**src/rtl/keypad_scan_ctrl.sv**
```systemverilog
// keypad_scan_ctrl: 4x4 matrix keypad column scanner with press/release debounce and a
// one-entry valid/ack key buffer. Define KEYPAD_AUTOREPEAT_EN to re-emit a held key periodically.
module keypad_scan_ctrl #(
    parameter int unsigned CLK_DIV        = 100000,
    parameter int unsigned DEBOUNCE_TICKS = 10,
    parameter int unsigned REPEAT_TICKS   = 250
) (
    input  logic       clk,
    input  logic       rst,
    input  logic [3:0] keyin,
    output logic [3:0] keyout,
    output logic [3:0] key_code,
    output logic       key_valid,
    input  logic       key_ack,
    output logic       key_held,
    output logic       overrun
);
    localparam int unsigned DIV_W = $clog2(CLK_DIV);
    localparam int unsigned DB_W  = $clog2(DEBOUNCE_TICKS + 1);

    localparam logic [1:0] ST_SCAN     = 2'd0;
    localparam logic [1:0] ST_DEBOUNCE = 2'd1;
    localparam logic [1:0] ST_HELD     = 2'd2;

    if (CLK_DIV < 2 || DEBOUNCE_TICKS == 0 || REPEAT_TICKS == 0) begin : g_param_check
        $error("keypad_scan_ctrl: illegal parameter value");
    end

    logic [1:0]       state, state_d;
    logic [DIV_W-1:0] div_cnt, div_cnt_d;
    logic [DB_W-1:0]  db_cnt, db_cnt_d, db_inc;
    logic [7:0]       pat, pat_d;
    logic [3:0]       keyout_d, key_code_d, pat_code;
    logic             key_valid_d, key_held_d, overrun_d;
    logic             tick, emit, row_one_cold;

`ifdef KEYPAD_AUTOREPEAT_EN
    localparam int unsigned REP_W = $clog2(REPEAT_TICKS + 1);
    logic [REP_W-1:0] rep_cnt, rep_cnt_d, rep_inc;
    assign rep_inc = rep_cnt + REP_W'(1);
`endif

    // Position of the single low bit counted from the MSB; the key map is this pair of positions
    function automatic logic [1:0] cold_pos(input logic [3:0] v);
        case (v)
            4'b0111: cold_pos = 2'd0;
            4'b1011: cold_pos = 2'd1;
            4'b1101: cold_pos = 2'd2;
            default: cold_pos = 2'd3;
        endcase
    endfunction

    assign tick         = (div_cnt == DIV_W'(CLK_DIV - 1));
    assign db_inc       = db_cnt + DB_W'(1);
    assign pat_code     = {cold_pos(pat[7:4]), cold_pos(pat[3:0])};
    assign row_one_cold = keyin inside {4'b0111, 4'b1011, 4'b1101, 4'b1110};

    // Next-state and next-output logic
    always_comb begin
        state_d     = state;
        div_cnt_d   = tick ? '0 : div_cnt + DIV_W'(1);
        db_cnt_d    = db_cnt;
        pat_d       = pat;
        keyout_d    = keyout;
        key_held_d  = key_held;
        key_code_d  = key_code;
        key_valid_d = key_valid;
        overrun_d   = overrun;
        emit        = 1'b0;
`ifdef KEYPAD_AUTOREPEAT_EN
        rep_cnt_d   = rep_cnt;
`endif
        if (tick) begin
            case (state)
                ST_SCAN: begin
                    if (row_one_cold) begin
                        pat_d    = {keyout, keyin};
                        db_cnt_d = '0;
                        state_d  = ST_DEBOUNCE;
                    end else begin
                        keyout_d = {keyout[2:0], keyout[3]};
                    end
                end
                ST_DEBOUNCE: begin
                    if (keyin == pat[3:0]) begin
                        if (db_inc == DB_W'(DEBOUNCE_TICKS)) begin
                            emit       = 1'b1;
                            key_held_d = 1'b1;
                            db_cnt_d   = '0;
                            state_d    = ST_HELD;
`ifdef KEYPAD_AUTOREPEAT_EN
                            rep_cnt_d  = '0;
`endif
                        end else begin
                            db_cnt_d = db_inc;
                        end
                    end else begin
                        db_cnt_d = '0;
                        state_d  = ST_SCAN;
                    end
                end
                ST_HELD: begin
                    if (keyin == 4'b1111) begin
                        if (db_inc == DB_W'(DEBOUNCE_TICKS)) begin
                            key_held_d = 1'b0;
                            db_cnt_d   = '0;
                            state_d    = ST_SCAN;
                        end else begin
                            db_cnt_d = db_inc;
                        end
                    end else begin
                        db_cnt_d = '0;
                    end
`ifdef KEYPAD_AUTOREPEAT_EN
                    if (keyin == pat[3:0]) begin
                        if (rep_inc == REP_W'(REPEAT_TICKS)) begin
                            emit      = 1'b1;
                            rep_cnt_d = '0;
                        end else begin
                            rep_cnt_d = rep_inc;
                        end
                    end else begin
                        rep_cnt_d = '0;
                    end
`endif
                end
                default: state_d = ST_SCAN;
            endcase
        end

        // Ack consumes the buffer; a same-cycle emit reloads it without flagging overrun
        if (key_valid && key_ack) begin
            key_valid_d = 1'b0;
            overrun_d   = 1'b0;
        end
        if (emit) begin
            key_code_d  = pat_code;
            key_valid_d = 1'b1;
            if (key_valid && !key_ack) begin
                overrun_d = 1'b1;
            end
        end
    end

    always_ff @(posedge clk or posedge rst) begin
        if (rst) begin
            state     <= ST_SCAN;
            div_cnt   <= '0;
            db_cnt    <= '0;
            pat       <= '0;
            keyout    <= 4'b1110;
            key_code  <= 4'h0;
            key_valid <= 1'b0;
            key_held  <= 1'b0;
            overrun   <= 1'b0;
`ifdef KEYPAD_AUTOREPEAT_EN
            rep_cnt   <= '0;
`endif
        end else begin
            state     <= state_d;
            div_cnt   <= div_cnt_d;
            db_cnt    <= db_cnt_d;
            pat       <= pat_d;
            keyout    <= keyout_d;
            key_code  <= key_code_d;
            key_valid <= key_valid_d;
            key_held  <= key_held_d;
            overrun   <= overrun_d;
`ifdef KEYPAD_AUTOREPEAT_EN
            rep_cnt   <= rep_cnt_d;
`endif
        end
    end

endmodule
```
**config.mk**
```make
export PLATFORM = sky130hd
export DESIGN_NAME = keypad_scan_ctrl
export DESIGN_NICKNAME = d
export VERILOG_FILES = /design/src/rtl/keypad_scan_ctrl.sv
export SDC_FILE = /design/constraint.sdc
export NUM_CORES = 1
export LEC_CHECK = 0
export BUFFER_PORTS_ARGS = -buffer_cell sky130_fd_sc_hd__buf_2
export CAP_MARGIN = 20
export CORE_MARGIN = 10
export CORE_UTILIZATION = 50
export DETAILED_ROUTE_END_ITERATION = 12
export GPL_TIMING_DRIVEN = 0
export PLACE_DENSITY_LB_ADDON = 0.3
export SYNTH_ARGS = -nofsm -noshare
export SYNTH_HDL_FRONTEND = slang
export SYNTH_SLANG_ARGS = --single-unit
```
**constraint.sdc**
```tcl
create_clock -name clk -period 5.4 [get_ports clk]
set_clock_uncertainty 0.1 [all_clocks]
set_input_delay 1.62 -clock clk [delete_from_list [all_inputs] [get_ports clk]]
set_output_delay 1.62 -clock clk [all_outputs]
set_load 0.05 [all_outputs]
```
==> metrics.md, run 1 <==
| Metric | Value |
|---|---|
| Status | `completed` |
| Post-Synth Adder-Cell Area | `0.03895` |
| Row count | `24` |
| Leading area contributor after synthesis | `dfrtp_1` |
| Critical Path Fanout Max | `6` |
| DR WL/cell | `approximately 14 um` |
| Initial DRC Count | `just over 90` |
| HP Class | `reg2reg` |
| Compound-Gate Fraction of Synth Area | `0.06956` |
| Worst relative slew slack | `0.4280` |
| Unrepaired setup endpoints after global routing | `no` |
| Slew Limit Fails | `0` |
| Layout Nets | `238` |
| TritonCTS buffer count | `5` |
| Number of global-route vias before repair | `1481` |
| Num ports | `18` |
| Die area | `approximately 7600 um2` |
| Xor and xnor area share after synthesis | `0.09349` |
| Hpwl dp | `around 2900 um` |
| Clock tree sinks | `42` |
| Delay of the slowest critical-path stage | `380 ps` |
| Fmax | `321.1 MHz` |
| # port buffers | `15` |
| Fin worst setup slack | `2286 ps` |
| Max Buffers Root-to-Sink | `2` |
| Cts hold-fix bufs | `0` |
| Synth top area share | `0.4341` |
| Transition time of the tightest slew-check pin | `roughly 860 ps` |
| # setup viols final | `0` |
| WL final | `3945 um` |
| Grt ovf | `0` |
| Synth Warn # | `0` |
| Final hold vios | `0` |
| CP top delay family | `simple AND/OR/NAND/NOR gates` |
| Clock-pin slew on the worst setup and hold paths | `90 ps` |
| Setup TNS | `0 ps` |
| Synth-to-Final Area Change | `10.35%` |
| DP Area | `2389 um2` |
| Ys flop type | `dfrtp_1` |
| Final min period | `3114 ps` |
| Seq/Total Area, Yosys | `0.4691` |
| Final instance area | `2481 um2` |
| Syn Std Cell Area | `about 2200 um2` |
| Htree depth | `2` |
| Worst IR Drop VDD | `0.0001582 V` |
| Leakage | `between 1 and 1.5 nW` |
| Cells after Synth | `202` |
| # diodes | `0` |
| Seq cells post-synth | `42` |
| FFs w/ async S/R, synth | `1.000` |
| Total GRT Usage | `0.1112` |
| Drt first pass iters | `4` |
| Worst path arrival time | `3210 ps` |
| Hold WS | `roughly 380 ps` |
| Largest net degree at the start of global routing | `43` |
| Average size of a mapped cell | `11.13 um2` |
| Post-synth EDFFs | `0` |
| Drt drc | `0` |
| Simple-gate share of the synthesized area | `0.1964` |
| Largest family of logic cells by synthesized area | `simple AND/OR/NAND/NOR gates` |
| Overall via count from detail_route | `1513` |
| Slowest cell on the critical path | `or3_4` |
| Top cells by area, synth | `dfrtp_1 43%, mux2_2 6.5%, xnor2_1 6.2%, ha_1 3.9%, dfstp_2 3.5%` |
| Vias per cell | `between 5 and 6` |
| Power Density | `219.0 nW/um2` |
| Starting Density | `0.5164` |
| CTS root buf | `clkbuf_8` |
| Antenna-violating nets left | `0` |
| Crit path buffers/inverters | `2` |
| Setup bufs post-CTS | `0` |
| Critical path class | `in2reg` |
| Initial antenna violation count | `0` |
| Max_cap viols | `0` |
| Crit-path cells | `buf_2 > xnor2_1 > nand4_2 > or2_1 > or3_4 > buf_6 > mux2_4` |
| DP Worst Slack | `1958 ps` |
| Core area | `4354 um2` |
| Critical path launch point type | `input port` |
| Die width | `87.06 um` |
| CTS tree | `done` |
| Chip height | `87.06 um` |
| Mapped Nets | `216` |
| Post-CTS resize count | `0` |
| Worst path required time | `5490 ps` |
| Clock Latency Late Sink | `about 300 ps` |
| GP Congestion | `0.7729` |
| Mux cell area share after synthesis | `0.09182` |
| Yosys cell types | `just over 50` |
| Layout cells sized above 1 | `0.2578` |
| Crit. End Element | `flop` |
| Global-route wire length before repair | `about 7000 um` |
| Fin crit share | `0.5767` |
==> synth_stat cells, drive strengths merged (3+ instances only) <==
library cell	instances
and4	5
buf	5
dfrtp	39
dfstp	3
ha	7
inv	12
mux2	17
nand2	16
nand3	9
nand4	5
nor2	10
nor4b	3
o21ai	6
o31ai	3
xnor2	16
xor2	8
==> cell families after synthesis <==
logic type                 after synthesis
AOI/OAI and AO/OA                       23
and+or+nand+nor                         72
xor gates and xnor gates                24
buffers and inverters                   17
DFF                                     42
adders and majority gates                7
muxes                                   17
==> power breakdown <==
| part | switching (mW) | internal, mW |
|---|---|---|
| sequential | 0.0000890 | 0.314 |
| combinational | 0.0125 | 0.00578 |
| clock | 0.118 | 0.0925 |
| total | 0.131 | 0.413 |
==> final cells by class <==
cell class	count	area [um2]
fillers	357	1873
multi-input cells	143	1102
flip-flops and latches	42	1055
repair buffers	15	75.07
clock buffers	5	68.82
well taps	52	65.06
plain buffers	5	46.29
inverters	12	45.04
clock inverters	3	23.77
==> worst reg2reg max path, cell delays in order, from the launching register on <==
cell     delay, ps
dfrtp_1        430
ha_1           260
or4bb_1        500
o21a_2         190
or3_4          340
buf_6          140
mux2_4         290
==> worst paths after layout <==
path | startpoint | slack [ps] | endpoint | cells after the start
worst min-delay path | div_cnt[0] | 380 | div_cnt[0] | 1
max in group asynchronous | rst | 3270 | div_cnt[3] | 2
worst min register to register | div_cnt[0] | 380 | div_cnt[0] | 1
min in group asynchronous | rst | 1390 | div_cnt[12] | 2
worst max register to register | db_cnt[0] | 3040 | key_code[3] | 6
worst max-delay path | keyin[0] | 2290 | key_code[3] | 7
==> cell usage in the layout, fill, tap and decap left out, types with 3 or more instances in the layout <==
| master | instances |
|---|---|
| and4_1 | 4 |
| nand4_1 | 4 |
| nand3_1 | 9 |
| dfstp_2 | 3 |
| o21ai_0 | 6 |
| buf_2 | 16 |
| nor2_1 | 10 |
| clkbuf_8 | 5 |
| inv_1 | 10 |
| nand2_1 | 16 |
| o31ai_1 | 3 |
| buf_6 | 3 |
| xor2_1 | 8 |
| mux2_2 | 13 |
| mux2_4 | 4 |
| xnor2_1 | 16 |
| ha_1 | 7 |
| dfrtp_1 | 39 |
==> registers in the layout, summed over array words and instances (netlist names), named ones only <==
register   flops
state          2
key_code       4
key_valid      1
key_held       1
pat            8
div_cnt       17
keyout         4
db_cnt         4
==> metal layers <==
metal	share of wire	GRT usage	wire, um
met5	0	0	0
met4	0.015	0.04124	60
met3	0.062	0.03558	244
met2	0.45	0.1752	1789
met1	0.47	0.1382	1850
==> per-stage QoR <==
| stage | util | power (mW) | std cells |
|---|---|---|---|
| final | 0.5698 | 0.5433 | 277 |
| after global routing | 0.5698 | 0.5662 | 277 |
| after CTS | 0.5698 | 0.5509 | 277 |
| after detailed placement | 0.5486 | 0.3395 | 269 |
| after global placement | 0.5486 | 0.3392 | 269 |
| after floorplan | - | 0.3338 | 202 |
No activity file was read; power rests on OpenSTA's default activity.
==> run 2, diff against run 1 <==
Settings changed: ABC_AREA from default to 1.
Clock period 5.4 ns to 3.15 ns, I/O delays scaled along.
==> metrics.md, run 2 <==
| Metric | Value |
|---|---|
| Cells after Synth | `320 (+58%)` |
| # diodes | `0 (unchanged)` |
| Slowest cell on the critical path | `dfstp_2` |
| Commonest non-fill, non-tap cell in the layout | `nand2_1` |
| Number of global-route vias before repair | `1896 (+28%)` |
| Critical path class | `reg2out` |
| Worst path required time | `2100 ps (-3390 ps)` |
| Starting Density | `0.5155 (-0.0009125)` |
| Seq/Total Area, Yosys | `0.4361 (-0.03301)` |
| Max Buffers Root-to-Sink | `2 (unchanged)` |
| Status | `completed` |
| RR Endpoint | `state[1]` |
| Most common cell in the synthesized netlist | `nand2_1` |
| Layout cells sized above 1 | `0.1652 (-0.09256)` |
| Yosys cell types | `30 (-41%)` |
| Worst setup startpoint | `keyout[2]` |
| Die width | `89.55 um (+2.9%)` |
| Grt ovf | `0 (unchanged)` |
| Most frequent cells in the layout | `90 x nand2_1, 49 x inv_1, 39 x dfrtp_1` |
| Final min period | `2166 ps` |
| R2R Path Start | `div_cnt[0]` |
| Cts hold-fix bufs | `0 (unchanged)` |
| TritonCTS buffer count | `5 (unchanged)` |
| Drt drc | `0 (unchanged)` |
| Synth top area share | `0.4035 (-0.03054)` |
| Seq cells post-synth | `42 (unchanged)` |
| Clock-pin slew on the worst setup and hold paths | `90 ps (about the same)` |
| Unrepaired setup endpoints after global routing | `no` |
| CTS root buf | `clkbuf_8` |
| Antenna-violating nets left | `0 (unchanged)` |
| Worst IR Drop VDD | `0.0002169 V (+37%)` |
| FFs w/ async S/R, synth | `1.000 (unchanged)` |
| Slew Limit Fails | `0 (unchanged)` |
| Clock Latency Late Sink | `310 ps (about the same)` |
| DP Worst Slack | `856.4 ps (-1102 ps)` |
| Vias per cell | `5.013 (-8.2%)` |
| Leakage | `1.357 nW (+23%)` |
| Power Density | `355.5 nW/um2 (+62%)` |
| Crit-path cells | `buf_2` |
| Crit path depth | `1 (-6)` |
| Top flop regs | `div_cnt x17, pat x8` |
| CP top delay family | `flip-flops` |
| Core area | `4692 um2 (+7.8%)` |
| Initial antenna violation count | `0 (unchanged)` |
| Commonest cells post-synth | `90 x nand2_1, 50 x inv_1, 39 x dfrtp_1, 31 x nor2_1, 17 x o21ai_0` |
| Drt first pass iters | `4 (unchanged)` |
| Row count | `25 (+4.2%)` |
| Fin worst setup slack | `983.9 ps (-1302 ps)` |
| Leading area contributor after synthesis | `dfrtp_1` |
| Crit path capture | `keyout[2]` |
| Layout Nets | `358 (+50%)` |
| Transition time of the tightest slew-check pin | `863.7 ps (+6.938 ps)` |
| Total GRT Usage | `0.1316 (+0.02034)` |
| Critical path launch point type | `flop` |
| Synth Warn # | `0 (unchanged)` |
| Initial DRC Count | `81 (-13%)` |
| Clock tree sinks | `42 (unchanged)` |
| Chip height | `89.55 um (+2.9%)` |
| Cells on worst reg2reg path | `9 (+3)` |
| Num ports | `18 (unchanged)` |
| Fmax | `461.7 MHz` |
| Multi-input gate area | `1141 um2 (+3.5%)` |
| # setup viols final | `0 (unchanged)` |
| Delay of the slowest critical-path stage | `550 ps (+170 ps)` |
| Seq. cell area | `1055 um2 (unchanged)` |
| Crit path buffers/inverters | `1 (-1)` |
| DR WL/cell | `11.76 um (-17%)` |
| Critical Path Fanout Max | `3 (-3)` |
| Global-route wire length before repair | `8217 um (+20%)` |
| Setup TNS | `0 ps (unchanged)` |
| Fill cells | `418 (+17%)` |
| HP Class | `reg2reg` |
| Ys flop type | `dfrtp_1` |
| Worst path arrival time | `1120 ps (-2090 ps)` |
| Htree depth | `2 (unchanged)` |
| Crit. End Element | `primary output` |
| Hpwl dp | `3497 um (+22%)` |
| Post-CTS resize count | `0 (unchanged)` |
| CTS tree | `done` |
| Syn Std Cell Area | `2419 um2 (+7.6%)` |
| Reg with most FFs | `div_cnt` |
| GP Congestion | `0.8561 (+11%)` |
| Max reg flops | `17 (unchanged)` |
| Post-synth EDFFs | `0 (unchanged)` |
| Synth-to-Final Area Change | `10.14%` |
| Top cells by area, synth | `dfrtp_1 40%, nand2_1 14%, inv_1 7.8%, nor2_1 4.8%, ha_1 3.6%` |
| Overall power | `0.9470 mW (+74%)` |
| # port buffers | `17 (+2)` |
| Largest net degree at the start of global routing | `43 (unchanged)` |
| Die area | `8019 um2 (+5.8%)` |
| Worst relative slew slack | `0.4234 (-0.004632)` |
| Average size of a mapped cell | `7.558 um2 (-32%)` |
| Final hold vios | `0 (unchanged)` |
| Mapped Nets | `334 (+55%)` |
| Setup bufs post-CTS | `0 (unchanged)` |
| R2R Setup Slk | `1350 ps (-1690 ps)` |
| Overall via count from detail_route | `2000 (+32%)` |
| WL final | `4692 um (+19%)` |
| Max_cap viols | `0 (unchanged)` |
| Fin crit share | `0.6877` |
## run 2: how the worst min path moves through the flow
| stage | start | endpoint | slack [ps] | depth (start not counted) |
|---|---|---|---|---|
| after floorplan | div_cnt[0] | div_cnt[0] | 320 | 1 |
| after global placement | div_cnt[0] | div_cnt[0] | 340 | 1 |
| after detailed placement | div_cnt[0] | div_cnt[0] | 360 | 1 |
| after CTS | div_cnt[0] | div_cnt[0] | 370 | 1 |
| after global routing | div_cnt[0] | div_cnt[0] | 380 | 1 |
| final | div_cnt[0] | div_cnt[0] | 360 | 1 |
## run 2: through the flow
stage                     instances  hold WS, ps  cell area [um2]  utilization
after global routing            399        379.0             2664       0.5677
after CTS                       399        365.1             2664       0.5677
final                           399        361.4             2664       0.5677
after floorplan                 320        322.5             2419            -
after global placement          391        342.1             2571       0.5480
after detailed placement        391        355.3             2571       0.5480
## run 2: cell families (layout without fill, tap and decap cells)
kind of cell               count (synthesis)  count (layout)  synth area share
xor gates and xnor gates                   4               4           0.01449
AOI/OAI and AO/OA                         42              42            0.1029
adders and majority gates                  7               7           0.03621
DFF                                       42              42            0.4361
and+or+nand+nor                          169             169            0.3182
buffers and inverters                     56              81           0.09208
## run 2: report_power, final
part | leakage [nW] | internal [mW] | switching, mW
Combinational | 0.768 | 0.00821 | 0.0290
Sequential | 0.548 | 0.540 | 0.000962
Clock | 0.0408 | 0.159 | 0.210
## run 2: cell type report
| type | instances | area share |
|---|---|---|
| Buffer | 1 | 0.004227 |
| Clock buffer | 5 | 0.02583 |
| Clock inverter | 3 | 0.008924 |
| Inverter | 55 | 0.07938 |
| Multi-Input combinational cell | 222 | 0.4284 |
| Sequential cell | 42 | 0.3960 |
| Tap cell | 54 | 0.02536 |
| Timing Repair Buffer | 17 | 0.03194 |
## run 2: metal layers
layer	wire length (um)	part of all wire	track usage
met4	106	0.023	0.06503
met1	2204	0.47	0.1555
met3	185	0.039	0.03464
met5	0	0	0
met2	2196	0.47	0.2157
